**config.mk**
```make
export PLATFORM = sky130hd
export DESIGN_NAME = ip_v4_header_check
export DESIGN_NICKNAME = d
export VERILOG_FILES = /design/src/rtl/ip_v4_pkg.sv /design/src/rtl/ip_v4_csum_add.sv /design/src/rtl/ip_v4_header_check.sv
export SDC_FILE = /design/constraint.sdc
export NUM_CORES = 1
export LEC_CHECK = 0
export ABC_AREA = 1
export BUFFER_PORTS_ARGS = -buffer_cell sky130_fd_sc_hd__buf_4
export CAP_MARGIN = 15
export CORE_AREA = 2 2 117 119
export CTS_CLUSTER_DIAMETER = 50
export DETAILED_ROUTE_END_ITERATION = 8
export DIE_AREA = 0 0 119 121
export SLEW_MARGIN = 20
export SYNTH_ARGS = -nofsm -noshare
export SYNTH_HDL_FRONTEND = slang
export SYNTH_SLANG_ARGS = --single-unit
```
**constraint.sdc**
```tcl
create_clock -name clk -period 10.2 [get_ports clk]
set_clock_uncertainty 0.15 [all_clocks]
set_input_delay 2.04 -clock clk [delete_from_list [all_inputs] [get_ports clk]]
set_output_delay 2.04 -clock clk [all_outputs]
set_load 0.01 [all_outputs]
```
**src/rtl/ip_v4_pkg.sv**
```systemverilog
// ---------------------------------------------------------------------------
// ip_v4_pkg
// Shared constants, types and the ones'-complement adder function used by the
// IPv4 header blocks (ip_v4_header_check, ip_v4_header_crc).
// No ports.
// ---------------------------------------------------------------------------
package ip_v4_pkg;

  localparam logic [3:0] IPV4_VERSION = 4'd4;
  localparam logic [3:0] IHL_MIN      = 4'd5;
  localparam logic [3:0] IHL_MAX      = 4'd15;

  // One 32-bit header word, big-endian field order.
  typedef logic [31:0] ip_v4_word_t;

  typedef enum logic [1:0] {
    IDLE = 2'd0,
    ACC  = 2'd1,
    DONE = 2'd2,
    SKIP = 2'd3
  } ip_v4_state_t;

  // acc + a + b in ones'-complement arithmetic.
  // The 18-bit raw sum is folded twice: the first fold can itself carry
  // (e.g. 1_FFFF -> FFFF + 1), the second fold never can.
  function automatic logic [15:0] ones_add3(input logic [15:0] acc,
                                            input logic [15:0] a,
                                            input logic [15:0] b);
    logic [17:0] raw;
    logic [16:0] fold1;
    raw   = {2'b00, acc} + {2'b00, a} + {2'b00, b};
    fold1 = {1'b0, raw[15:0]} + {15'd0, raw[17:16]};
    return fold1[15:0] + {15'd0, fold1[16]};
  endfunction

endpackage

```
**src/rtl/ip_v4_csum_add.sv**
```systemverilog
// ---------------------------------------------------------------------------
// ip_v4_csum_add
// Combinational ones'-complement accumulate of one 32-bit word, given as its
// two 16-bit halves, into a 16-bit accumulator with end-around carry.
// Ports:
//   acc  in  16  current accumulator
//   hi   in  16  upper half of the word
//   lo   in  16  lower half of the word
//   sum  out 16  folded result, never wider than 16 bits
// ---------------------------------------------------------------------------
module ip_v4_csum_add
  import ip_v4_pkg::*;
(
  input  logic [15:0] acc,
  input  logic [15:0] hi,
  input  logic [15:0] lo,
  output logic [15:0] sum
);

  assign sum = ones_add3(acc, hi, lo);

endmodule

```
**src/rtl/ip_v4_header_check.sv**
```systemverilog
// ---------------------------------------------------------------------------
// ip_v4_header_check
// Streams an IPv4 header one 32-bit word per cycle, accumulates the
// ones'-complement checksum over all header words (checksum field included)
// and reports the verdict one cycle after the last header word.
// Payload words after the header are ignored until the next start.
//
// Ports:
//   clk       in   1  clock, rising edge
//   reset     in   1  synchronous active-high reset (priority over start)
//   d_in      in  32  header word, word0[31:28]=version, [27:24]=IHL
//   d_in_vld  in   1  d_in qualifier
//   start     in   1  new-packet pulse, precedes word0
//   chk_vld   out  1  one-cycle result strobe
//   chk_ok    out  1  sum == FFFF and no error flag
//   chk_sum   out 16  folded 16-bit sum
//   err_ver   out  1  version != 4
//   err_ihl   out  1  IHL < 5
//
// Configuration macro IP_V4_HDR_CHECK_IHL_EN:
//   defined   - header length taken from IHL (IHL < 5 -> 5 words, err_ihl)
//   undefined - header length fixed at 5 words, err_ihl held 0
// ---------------------------------------------------------------------------
module ip_v4_header_check
  import ip_v4_pkg::*;
(
  input  logic        clk,
  input  logic        reset,
  input  logic [31:0] d_in,
  input  logic        d_in_vld,
  input  logic        start,
  output logic        chk_vld,
  output logic        chk_ok,
  output logic [15:0] chk_sum,
  output logic        err_ver,
  output logic        err_ihl
);

  ip_v4_state_t state_r;
  logic [15:0]  acc_r;
  logic [3:0]   cnt_r;       // header words accepted so far
  logic [3:0]   len_r;       // header length captured from word0
  logic         ver_bad_r;
  logic         ihl_bad_r;

  ip_v4_word_t  word_s;
  logic [15:0]  acc_next_s;
  logic [3:0]   word0_len_s;
  logic         word0_ihl_bad_s;
  logic         word0_ver_bad_s;
  logic [3:0]   len_s;
  logic         last_word_s;

  assign word_s = d_in;

  ip_v4_csum_add u_csum_add (
    .acc (acc_r),
    .hi  (word_s[31:16]),
    .lo  (word_s[15:0]),
    .sum (acc_next_s)
  );

  assign word0_ver_bad_s = (word_s[31:28] != IPV4_VERSION);

`ifdef IP_V4_HDR_CHECK_IHL_EN
  assign word0_ihl_bad_s = (word_s[27:24] < IHL_MIN);
  assign word0_len_s     = word0_ihl_bad_s ? IHL_MIN :
                           ((word_s[27:24] > IHL_MAX) ? IHL_MAX : word_s[27:24]);
`else
  assign word0_ihl_bad_s = 1'b0;
  assign word0_len_s     = IHL_MIN;
`endif

  // While word0 is being accepted len_r is stale, so use the live value.
  // Header length is at least 5, so word0 itself is never the last word.
  assign len_s       = (cnt_r == 4'd0) ? word0_len_s : len_r;
  assign last_word_s = (cnt_r == (len_s - 4'd1));

  // Packet FSM with accumulator, word counter and registered result outputs.
  always_ff @(posedge clk) begin
    if (reset) begin
      state_r   <= IDLE;
      acc_r     <= 16'h0000;
      cnt_r     <= 4'd0;
      len_r     <= IHL_MIN;
      ver_bad_r <= 1'b0;
      ihl_bad_r <= 1'b0;
      chk_vld   <= 1'b0;
      chk_ok    <= 1'b0;
      chk_sum   <= 16'h0000;
      err_ver   <= 1'b0;
      err_ihl   <= 1'b0;
    end else begin
      chk_vld <= 1'b0;
      if (start) begin
        // Any state, including mid-header: the old packet is dropped silently.
        state_r <= ACC;
        acc_r   <= 16'h0000;
        cnt_r   <= 4'd0;
      end else begin
        case (state_r)
          IDLE: begin
            state_r <= IDLE;
          end
          ACC: begin
            if (d_in_vld) begin
              acc_r <= acc_next_s;
              cnt_r <= cnt_r + 4'd1;
              if (cnt_r == 4'd0) begin
                len_r     <= word0_len_s;
                ver_bad_r <= word0_ver_bad_s;
                ihl_bad_r <= word0_ihl_bad_s;
              end else begin
                len_r     <= len_r;
              end
              if (last_word_s) begin
                state_r <= DONE;
                chk_vld <= 1'b1;
                chk_sum <= acc_next_s;
                chk_ok  <= (acc_next_s == 16'hFFFF) && !ver_bad_r && !ihl_bad_r;
                err_ver <= ver_bad_r;
                err_ihl <= ihl_bad_r;
              end else begin
                state_r <= ACC;
              end
            end else begin
              state_r <= ACC;
            end
          end
          DONE: begin
            state_r <= SKIP;
          end
          SKIP: begin
            state_r <= SKIP;
          end
          default: begin
            state_r <= IDLE;
          end
        endcase
      end
    end
  end

endmodule
```
Word level (Yosys, flattened, before mapping)
Cells that the tools add are included.
{"block": "classes", "addsub": 6, "multipliers": 0, "div_mod_pow": 0, "magnitude_cmp": 0, "n_eq_ne": 6, "shifts": 0, "n_mux": 6, "bitwise_logic": 3, "n_reduce_logical": 11}
{"operator": "18-bit by 16-bit adder with 18-bit output", "count": 1}
{"operator": "16-bit by 16-bit adder with 17-bit output", "count": 1}
{"operator": "16-bit by 2-bit adder with 17-bit output", "count": 1}
{"operator": "16-bit by 1-bit adder with 16-bit output", "count": 1}
{"operator": "16-bit equality test, second input constant", "count": 1}
{"operator": "4-bit AND reduction", "count": 2}
{"operator": "2-bit case mux with 3 select lines", "count": 1}
{"operator": "4-bit by 1-bit adder with 4-bit output, second input constant", "count": 1}
{"operator": "2-bit equality test, second input constant", "count": 2}
{"operator": "4-bit equality test", "count": 1}
{"operator": "4-bit zero test", "count": 1}
{"operator": "2-bit 2-to-1 mux", "count": 2}
{"operator": "4-bit 2-to-1 mux", "count": 1}
{"operator": "4-bit by 3-bit != test with 1-bit output, second input constant", "count": 1}
{"operator": "2-bit OR reduction", "count": 2}
{"operator": "4-bit OR reduction", "count": 1}
{"operator": "4-bit by 1-bit subtractor with 4-bit output, second input constant", "count": 1}
{"operator": "1-bit NOT", "count": 3}
{"operator": "3-bit AND reduction", "count": 1}
{"operator": "2-bit by 1-bit equality test with 1-bit output, second input constant", "count": 1}
{"operator": "2-bit zero test", "count": 1}
{"operator": "1-bit 2-to-1 mux", "count": 2}
{"operator": "2-bit AND reduction", "count": 1}
{"operator": "1-bit logical AND", "count": 1}
{"operator": "1-bit zero test", "count": 1}
{"block": "totals", "register_bits": 46, "latch_bits": 0, "ramBits": 0, "romBits": 0, "in_bits": 36, "out_inout_bits": 20, "mem_count": 0}

Logic depth before layout (Yosys ltp)
Gate-level depths: netlist (run 1).
{"block": "depth", "ltp_word": 8, "ltp_mapped": 53}

Hierarchy
Synthesis (run 1) repeated with hierarchy kept, for this count alone.
{"block": "unflattened", "cells_unflattened": 642, "area_unflattened_um2": 4113.9}
{"mod": "ip_v4_header_check", "instances": 1, "cells_per_inst": 308, "area_per_inst_um2": 2159.6, "seq_area_each_um2": 920.9}
{"mod": "ip_v4_csum_add", "instances": 1, "cells_per_inst": 334, "area_per_inst_um2": 1954.4, "seq_area_each_um2": 0.0}

Least setup slack after synthesis (run 1)
No wires, ideal clock.
{"block": "synth_timing", "kind": "input to register", "from": "in d_in[16]", "to": "reg chk_ok", "setup_ps": 131, "arrival_ps": 7568, "required_time_ps": 9919, "path_slack_ps": 2351, "path_stages": 50, "n_path_buf": 0, "path_cell_list": "ha_1 > fa_1 > a21oi_1 > o21bai_1 > nand2_1 > o211ai_1 > a21oi_1 > o21ai_0 > nand2_1 > a21oi_1 > xor2_1 > ha_1 > nand2_1 > inv_1 > nand2_1 > nand2_1 > a21oi_1 > nand2_1 > [... 14 more ...] > nand4_1 > nor3_1 > ha_1 > ha_1 > nand3_1 > nand3b_1 > nor2_1 > nand2_1 > nor2_1 > nand3_1 > nor2_1 > nand3_1 > nand2_1 > nor2_1 > nand2_1 > inv_1 > nand3_1 > a21oi_2"}
{"block": "synth_between", "elab_chain_cells": 6}
{"item": "start, declared", "line": "ip_v4_header_check.sv:29", "rtl": "input logic [31:0] d_in,"}
{"item": "16-bit by 16-bit adder with 17-bit output", "line": "ip_v4_pkg.sv:31", "rtl": "raw = {2'b00, acc} + {2'b00, a} + {2'b00, b};"}
{"item": "18-bit by 16-bit adder with 18-bit output", "line": "ip_v4_pkg.sv:31"}
{"item": "16-bit by 2-bit adder with 17-bit output", "line": "ip_v4_pkg.sv:32", "rtl": "fold1 = {1'b0, raw[15:0]} + {15'd0, raw[17:16]};"}
{"item": "16-bit by 1-bit adder with 16-bit output", "line": "ip_v4_pkg.sv:33", "rtl": "return fold1[15:0] + {15'd0, fold1[16]};"}
{"item": "16-bit equality test", "line": "ip_v4_header_check.sv:120", "rtl": "chk_ok <= (acc_next_s == 16'hFFFF) && !ver_bad_r && !ihl_bad_r;"}
{"item": "1-bit logical AND", "line": "ip_v4_header_check.sv:120"}
{"item": "end signal, assigned", "line": "ip_v4_header_check.sv:120"}
{"item": "end, declared", "line": "ip_v4_header_check.sv:33", "rtl": "output logic chk_ok,"}
No other way between the ends.
A chain may end at the register's enable or synchronous reset.

Worst setup path in the final report (run 1)
Ends and elaborated chain as after synthesis.

==> results_dict.tcl, run 1 <==
set metrics [dict create \
    area_growth_syn_to_layout_pct 16.6 \
    wl_per_cell_um 12.0 \
    maxSlewViolCount 0 \
    p_total_uw 676 \
    hold_class "register to register" \
    routed_via_density 4.71 \
    yosysWarningCount 0 \
    postSynthCellCount 742 \
    max_stage_delay_ps 310 \
    timing.rr.start "acc_r[0]$_SDFFE_PP0P_" \
    synth_edf_count 0 \
    rows 42 \
    cp_slowest_cell "ha_1" \
    fin_nets 871 \
    path_max_fanout 5 \
    wirelength_um 11600 \
    ys.flop_type "dfxtp_1" \
    regArea_um2 921 \
    rsz0062_at_grt "no" \
    vias 4561 \
    clock_latency_ps 280 \
    post-cts-setup-buffers 0 \
    dieHeight_um 121 \
    path_clk_slew_ps 60 \
    peakVddDrop_v 0.0000825 \
    syn-num-nets 820 \
    core_um2 13100 \
    top_usage_layer "met2" \
    grt_util_met2_pct 28.7 \
    criticalPathCategory "input port to register" \
    hold_viol_final 0 \
    rrSetupSlack_ps 3020 \
    diodes 0 \
    holdPathStages 2 \
    r2r_end "chk_ok$_SDFFE_PP0P_" \
    grt_util_met3_pct 2.11 \
    synthTopCellsByArea "dfxtp_1 (20%), nand2_1 (16%), ha_1 (11%)" \
    relSlewSlack_pct 45.4 \
    cts_buffer_depth 2 \
    grt_start_max_net_pins 31 \
    antenna_found_initial 0 \
    synth_most_common_cell "nand2_1" \
    ios 56 \
    synth.ff_latch_count 46 \
    path_delay_family "simple AND/OR/NAND/NOR gates" \
    multi_input_area_um2 3110 \
    yosysSeqAreaShare_pct 20.3 \
    min_period_over_period_pct 84.9 \
    grt_usage_pct 16.6 \
    fillCellCount 1442 \
    cts_root_buffer "clkbuf_16" \
    status "completed" \
    tns_ps 0 \
    crit_path_end_kind "register" \
    worstMarginPinSlew_ps 818 \
    synthesis.area_um2 4540 \
    dr.first_iter.drc_count 239 \
    required_ps 10220 \
    avgSynthCellArea_um2 6.11 \
    detail_route.first_pass.iterations 6 \
    die-area_um2 14400 \
    synth_common_cells "nand2_1 (198), inv_1 (107), nor2_1 (67)" \
    p_leak_uw 0.00274 \
    cts_sinks 46 \
    start_kind "input port" \
    async_flop_share_pct 0 \
    grt_pass1_vias 4332 \
    hold_buffers 0 \
    drive_gt1_share_pct 15.1 \
    port_buffers 54 \
    overflow 0 \
    ys_types 37 \
    cts_tree "done" \
    drc 0 \
    grt_pass1_wl_um 19800 \
    hpwl_um 9720 \
    place_ws_ps 1290 \
    setup_viol 0 \
    fin_crit_ps 8660 \
    cts-buffers-inserted 5 \
    worstPathArrival_ps 8690 \
    setup_ws_ps 1540 \
    yosysTopAreaCellShare_pct 20.3 \
    synth_top_cell_by_area "dfxtp_1" \
    use_met1_pct 22.4 \
    crit_top_cell "nand2_1" \
    worst_r2r_path_depth 50 \
    place.gp.congestion 0.844 \
    max_cap_viol_count 0 \
    hold_start "chk_sum[1]$_SDFFE_PP0P_" \
    crit_buf_inv 5 \
    powerDensity_nw_per_um2 128 \
    clock.fmax_ghz 0.115 \
    drtAntennaViolNets 0 \
    min_to "chk_sum[1]$_SDFFE_PP0P_" \
    fp.dieW_um 119 \
    initial_utilization_pct 34.7 \
    cts_resized 0 \
    htreeDepth 2 \
]
cell families after synthesis:
kind of cell / share of synthesized area (%)
adders and majority gates: 12.1
AOI/OAI and AO/OA: 12.6
and+or+nand+nor: 40.0
DFF: 20.3
xor gates and xnor gates: 3.67
buffers and inverters: 11.2
other: 0.0827
through the flow:
stage / instance area [um2] / cells / utilization, % / hold WS, ps
finish: 5290 / 969 / 40.4 / 315
global route: 5290 / 969 / 40.4 / 351
CTS: 5290 / 969 / 40.4 / 320
detailed placement: 5120 / 962 / 39.1 / 309
global placement: 5120 / 962 / 39.1 / 313
floorplan: 4540 / 742 / - / 288
tightest hold or removal path, cell delays in order, from the launching register on:
cell and delay (ps):
dfxtp_1 310, nand2_1 60, a21oi_1 50
placed cells by master, fill, tap and decap left out, types with 4 or more instances in the layout:
| cell type | instances |
|---|---|
| nor2_4 | 7 |
| nand4_1 | 12 |
| clkbuf_16 | 5 |
| xnor2_1 | 4 |
| nand3_2 | 5 |
| xor2_1 | 15 |
| nand3_1 | 66 |
| buf_4 | 55 |
| o211ai_1 | 6 |
| inv_1 | 107 |
| inv_2 | 11 |
| nand2_1 | 198 |
| a21oi_1 | 55 |
| nand2_2 | 20 |
| o21bai_1 | 4 |
| nor2_1 | 67 |
| ha_1 | 39 |
| nor3_1 | 6 |
| dfxtp_1 | 46 |
| nor2_2 | 6 |
| o21ai_0 | 30 |
where the power goes:
part / total, uW / internal [uW] / switching (uW) / leakage, uW
combinational: 307 / 96.8 / 210 / 0.00229
clock: 184 / 121 / 63.4 / 0.0000829
sequential: 184 / 182 / 1.98 / 0.000372
total: 676 / 400 / 276 / 0.00274
registers in the layout, indices dropped and copies added (netlist names):
| register | cells |
|---|---|
| ver_bad_r | 1 |
| len_r | 4 |
| err_ver | 1 |
| acc_r | 16 |
| chk_ok | 1 |
| chk_sum | 16 |
| chk_vld | 1 |
| state_r | 2 |
| cnt_r | 4 |
worst max-delay path by stage:
stage	start	end	slack, ps	depth (start not counted)
global route	d_in[16]	chk_ok$_SDFFE_PP0P_	530	51
detailed placement	d_in[16]	chk_ok$_SDFFE_PP0P_	1290	51
floorplan	d_in[16]	chk_ok$_SDFFE_PP0P_	2350	50
CTS	d_in[16]	chk_ok$_SDFFE_PP0P_	1520	51
global placement	d_in[16]	chk_ok$_SDFFE_PP0P_	1280	51
finish	d_in[16]	chk_ok$_SDFFE_PP0P_	1540	51
layout make-up:
class                           instances  area share (%)
Clock buffer                            6            2.63
Sequential cell                        46            17.4
Timing Repair Buffer                   55            7.81
Clock inverter                          1           0.568
Tap cell                              176            4.16
Inverter                              122            8.68
Multi-Input combinational cell        563            58.7
metal layers:
| layer | up-vias | wire length, um |
|---|---|---|
| li1 | 2477 | - |
| met1 | 1985 | 5720 |
| met2 | 82 | 5430 |
| met3 | 17 | 350 |
| met4 | 0 | 139 |
| met5 | - | 0 |
Power figures use the tool's default switching activity.
==> run 2: changes to the inputs <==
- ABC_AREA: 1 -> 0
- CORE_AREA: 2 2 117 119 -> 2 2 112 114
- DIE_AREA: 0 0 119 121 -> 0 0 114 116
- clock period: 10.2 -> 8.6 ns (I/O delays scaled with it)
==> results_dict.tcl, run 2 <==
set metrics [dict create \
    synth_most_common_cell "nand2_1" \
    peakVddDrop_v 0.000105 \
    min_period_over_period_pct 96.4 \
    worstMarginPinSlew_ps 922 \
    required_ps 8640 \
    p_total_uw 841 \
    layout_commonest_cell "buf_4" \
    cts-buffers-inserted 5 \
    internal-power_uw 532 \
    grt_pass1_wl_um 17400 \
    synth_edf_count 0 \
    cts_tree "done" \
    cts_root_buffer "clkbuf_16" \
    diodes 0 \
    worstPathArrival_ps 8340 \
    mostFrequentLayoutCells "buf_4 (100), nand2_1 (49), nor2_1 (46), dfxtp_1 (46), ha_1 (33)" \
    yosysWarningCount 0 \
    worst_r2r_path_depth 41 \
    place_ws_ps -390 \
    die-area_um2 13200 \
    fin_area_um2 5380 \
    maxSlewViolCount 0 \
    path_delay_family "simple AND/OR/NAND/NOR gates" \
    fillCellCount 1193 \
    powerDensity_nw_per_um2 156 \
    crit_buf_inv 3 \
    status "completed" \
    routed_via_density 5.20 \
    reg_top3 "acc_r x16, chk_sum x16" \
    p_sw_uw 308 \
    synth_common_cells "nand2_1 (51), nor2_1 (48), dfxtp_1 (46)" \
    avgSynthCellArea_um2 8.19 \
    place.gp.congestion 0.918 \
    clock.fmax_ghz 0.121 \
    rows 40 \
    swShare_pct 36.7 \
    area_growth_syn_to_layout_pct 31.7 \
    drive_gt1_share_pct 28.5 \
    r2r_end "chk_ok$_SDFFE_PP0P_" \
    rrSetupSlack_ps 1490 \
    hpwl_um 8600 \
    p_leak_uw 0.00219 \
    drc 0 \
    drtAntennaViolNets 0 \
    seqPwrFrac_pct 26.1 \
    crit_path_end_kind "register" \
    hold_class "register to register" \
    wl_per_cell_um 14.6 \
    htreeDepth 2 \
    holdPathStages 2 \
    ios 56 \
    whs_ps 312 \
    syn-num-nets 577 \
    max_stage_delay_ps 360 \
    timing.rr.start "acc_r[0]$_SDFFE_PP0P_" \
    tns_ps 0 \
    synth.ff_latch_count 46 \
    ys.flop_type "dfxtp_1" \
    setup_ws_ps 309 \
    path_clk_slew_ps 60 \
    yosysTopAreaCellShare_pct 22.5 \
    vias 3845 \
    cp_slowest_cell "or3_1" \
    port_buffers 54 \
    synthTopCellsByArea "dfxtp_1 (23%), ha_1 (12%), xnor2_1 (6.4%)" \
    max_cap_viol_count 0 \
    fp.dieW_um 114 \
    setup_viol 0 \
    relSlewSlack_pct 38.5 \
    start_kind "input port" \
    min_to "acc_r[14]$_SDFFE_PP0P_" \
    wirelength_um 10800 \
    clock_latency_ps 280 \
    grt_pass1_vias 3724 \
    hold_viol_final 0 \
    synthesis.area_um2 4090 \
    fin_crit_ps 8290 \
    clkPwrFrac_pct 25.4 \
    ys_types 79 \
    placedInstanceArea_um2 4870 \
    yosysSeqAreaShare_pct 22.5 \
    cts_sinks 46 \
    crit_top_cell "a21oi_1" \
    dr.first_iter.drc_count 133 \
    overflow 0 \
    fin_nets 670 \
    postSynthCellCount 499 \
    synth_top_cell_by_area "dfxtp_1" \
    antenna_found_initial 0 \
    hold_buffers 0 \
    hold_start "acc_r[14]$_SDFFE_PP0P_" \
    detail_route.first_pass.iterations 4 \
    async_flop_share_pct 0 \
    path_max_fanout 4 \
    rsz0062_at_grt "yes" \
    grt_usage_pct 16.1 \
    grt_start_max_net_pins 26 \
    cts_buffer_depth 2 \
    pwr-share-comb_pct 48.5 \
    criticalPathCategory "input port to register" \
    initial_utilization_pct 34.3 \
    core_um2 11900 \
    dieHeight_um 116 \
]
[run 2: worst max-delay path by stage]
stage | start | end | slack, ps | cells after the start
detailed placement | d_in[17] | chk_ok$_SDFFE_PP0P_ | -390 | 40
floorplan | d_in[16] | chk_ok$_SDFFE_PP0P_ | 70 | 40
finish | d_in[16] | chk_ok$_SDFFE_PP0P_ | 310 | 42
CTS | d_in[16] | chk_ok$_SDFFE_PP0P_ | 8 | 40
global route | d_in[16] | chk_ok$_SDFFE_PP0P_ | -260 | 42
global placement | d_in[17] | chk_ok$_SDFFE_PP0P_ | -130 | 40
[run 2: repair_timing]
item / CTS / global route
resized for setup: 5 / 43
pin swaps: 0 / 24
buffers inserted: 0 / 15
setup endpoints to repair: 1 / 19
[run 2: area by class of cell]
| type | count | area (um2) | share of cell area (%) |
|---|---|---|---|
| repair buffers | 103 | 785 | 14.6 |
| flip-flops and latches | 46 | 921 | 17.1 |
| multi-input cells | 417 | 3260 | 60.5 |
| well taps | 147 | 184 | 3.42 |
| clock inverters | 1 | 30.0 | 0.558 |
| clock buffers | 7 | 133 | 2.46 |
| inverters | 19 | 71.3 | 1.33 |
[run 2: per-layer routing]
metal  up-vias  GRT usage, %  wire length (um)
met5         -             0                 0
met4         0          3.58               184
met3        20          2.72               347
met2        80          29.0              5270
met1      1766          20.1              5030
li1       1979             -                 -
[run 2: kinds of logic after synthesis]
group	count (synthesis)	synth area share (%)
xor+xnor	53	11.9
other cells	1	0.0918
compound gates	124	21.9
fa+ha+maj	42	13.4
flops	46	22.5
mux	16	3.92
buf+inv	36	3.43
simple gates	181	22.8
[run 2: power by group through the flow]
stage | clock network (uW) | logic, uW | registers (uW)
after floorplan | 0 | 256 | 223
after global placement | 0 | 370 | 224
after detailed placement | 0 | 373 | 224
after CTS | 218 | 376 | 219
after global routing | 226 | 447 | 220
final | 214 | 408 | 220
[run 2: worst register-to-register path: cells and delay by family (launching register included)]
kind | cells | cell delay (ps)
and+or+nand+nor | 19 | 2710
AOI/OAI and AO/OA | 12 | 1740
adders and majority gates | 6 | 1520
xor gates and xnor gates | 2 | 370
DFF | 1 | 340
buffers and inverters | 2 | 200
[run 2: per-stage QoR]
stage               instances  util [%]
floorplan                 499         -
global placement          718      40.9
detailed placement        718      40.9
CTS                       726      42.5
global route              740      45.2
finish                    740      45.2
==> run 3: changes to the inputs <==
- clock period: 8.6 -> 8.8 ns (I/O delays scaled with it)
==> results_dict.tcl, run 3 (synthesis gave the netlist of run 2 again) <==
set metrics [dict create \
    setup_viol 0 \
    max_stage_delay_ps 400 \
    pwr-share-comb_pct 49.7 \
    cts_tree "done" \
    holdPathStages 1 \
    tns_ps 0 \
    required_ps 8850 \
    fin_crit_ps 8730 \
    rsz0062_at_grt "yes" \
    clkPwrFrac_pct 22.7 \
    cts_sinks 46 \
    start_kind "input port" \
    fin_nets 656 \
    reg_top3 "acc_r x16, chk_sum x16" \
    hold_viol_final 0 \
    rows 40 \
    worstMarginPinSlew_ps 861 \
    cts_root_buffer "clkbuf_16" \
    area_growth_syn_to_layout_pct 26.8 \
    path_delay_family "simple AND/OR/NAND/NOR gates" \
    cts_buffer_depth 2 \
    p_leak_uw 0.00211 \
    die-area_um2 13200 \
    wirelength_um 10800 \
    ios 56 \
    antenna_found_initial 0 \
    dieHeight_um 116 \
    cp_num_cells 40 \
    core_um2 11900 \
    seqPwrFrac_pct 27.5 \
    htreeDepth 2 \
    dr.first_iter.drc_count 191 \
    diodes 0 \
    status "completed" \
    mostFrequentLayoutCells "buf_4 (87), nand2_1 (50), nor2_1 (46), dfxtp_1 (46), ha_1 (35)" \
    powerDensity_nw_per_um2 150 \
    wl_per_cell_um 14.9 \
    hold_buffers 0 \
    relSlewSlack_pct 42.6 \
    hpwl_um 8510 \
    hold_class "register to register" \
    swShare_pct 38.0 \
    internal-power_uw 483 \
    overflow 0 \
    drtAntennaViolNets 0 \
    place.gp.congestion 0.816 \
    cts-buffers-inserted 5 \
    clock.fmax_ghz 0.115 \
    drive_gt1_share_pct 25.4 \
    grt_pass1_wl_um 17900 \
    p_sw_uw 296 \
    grt_usage_pct 16.4 \
    worst_r2r_path_depth 39 \
    peakVddDrop_v 0.0000670 \
    fp.dieW_um 114 \
    crit_buf_inv 1 \
    layout_commonest_cell "buf_4" \
    port_buffers 54 \
    p_total_uw 779 \
    criticalPathCategory "input port to register" \
    initial_utilization_pct 34.3 \
    drc 0 \
    routed_via_density 5.26 \
    clock_latency_ps 290 \
    vias 3810 \
    crit_path_end_kind "register" \
    path_max_fanout 5 \
    detail_route.first_pass.iterations 6 \
    maxSlewViolCount 0 \
    grt_start_max_net_pins 26 \
    grt_pass1_vias 3675 \
    worstPathArrival_ps 8770 \
    cp_slowest_cell "fa_2" \
    min_period_over_period_pct 99.2 \
    path_clk_slew_ps 60 \
    max_cap_viol_count 0 \
]
run 3: worst paths after layout:
kind | to | startpoint | slack [ps]
hold reg to reg | len_r[0]$_SDFFE_PP1P_ | len_r[0]$_SDFFE_PP1P_ | 330
setup reg to reg | chk_ok$_SDFFE_PP0P_ | acc_r[0]$_SDFFE_PP0P_ | 1310
hold / removal | len_r[0]$_SDFFE_PP1P_ | len_r[0]$_SDFFE_PP1P_ | 330
setup / recovery | chk_ok$_SDFFE_PP0P_ | d_in[16] | 70
run 3: timing repair:
action / 4_1_cts / 5_1_grt
gates resized for setup: 3 / 35
pin swaps: 0 / 31
setup buffers: 0 / 9
setup endpoints to repair: 1 / 21
run 3: worst register-to-register path: cells and delay by family (launching register included):
| kind | cells | cell delay [ps] |
|---|---|---|
| adder cells (fa/ha/maj) | 7 | 1830 |
| flip-flops | 1 | 330 |
| AND/OR/NAND/NOR | 15 | 2310 |
| XOR/XNOR | 3 | 670 |
| AO/OA/AOI/OAI | 14 | 2100 |
run 3: layout make-up:
class                           count  area [um2]
Timing Repair Buffer               89         679
Tap cell                          147         184
Fill cell                        1177        6730
Inverter                           19        71.3
Multi-Input combinational cell    417        3190
Sequential cell                    46         921
Clock buffer                        7         133
run 3: per-stage QoR:
stage	hold slack [ps]	area [um2]	instances	util, %	setup slack, ps
final	327	5180	725	43.5	72.4
after global placement	309	4800	708	40.3	-52.4
after CTS	321	4960	716	41.6	10.4
after floorplan	290	4090	499	-	153
after detailed placement	313	4810	709	40.4	-337
after global routing	345	5180	725	43.5	-315
run 3: layer usage:
layer	track usage, %	routed length [um]
met5	0	0
met4	2.93	151
met3	2.51	398
met2	29.2	5280
met1	21.4	4980
run 3: power by group through the flow:
| stage | Clock (uW) | Combinational, uW | Sequential (uW) |
|---|---|---|---|
| floorplan | 0 | 251 | 218 |
| global placement | 0 | 352 | 219 |
| global route | 190 | 425 | 215 |
| detailed placement | 0 | 356 | 219 |
| CTS | 181 | 359 | 214 |
| finish | 177 | 388 | 214 |
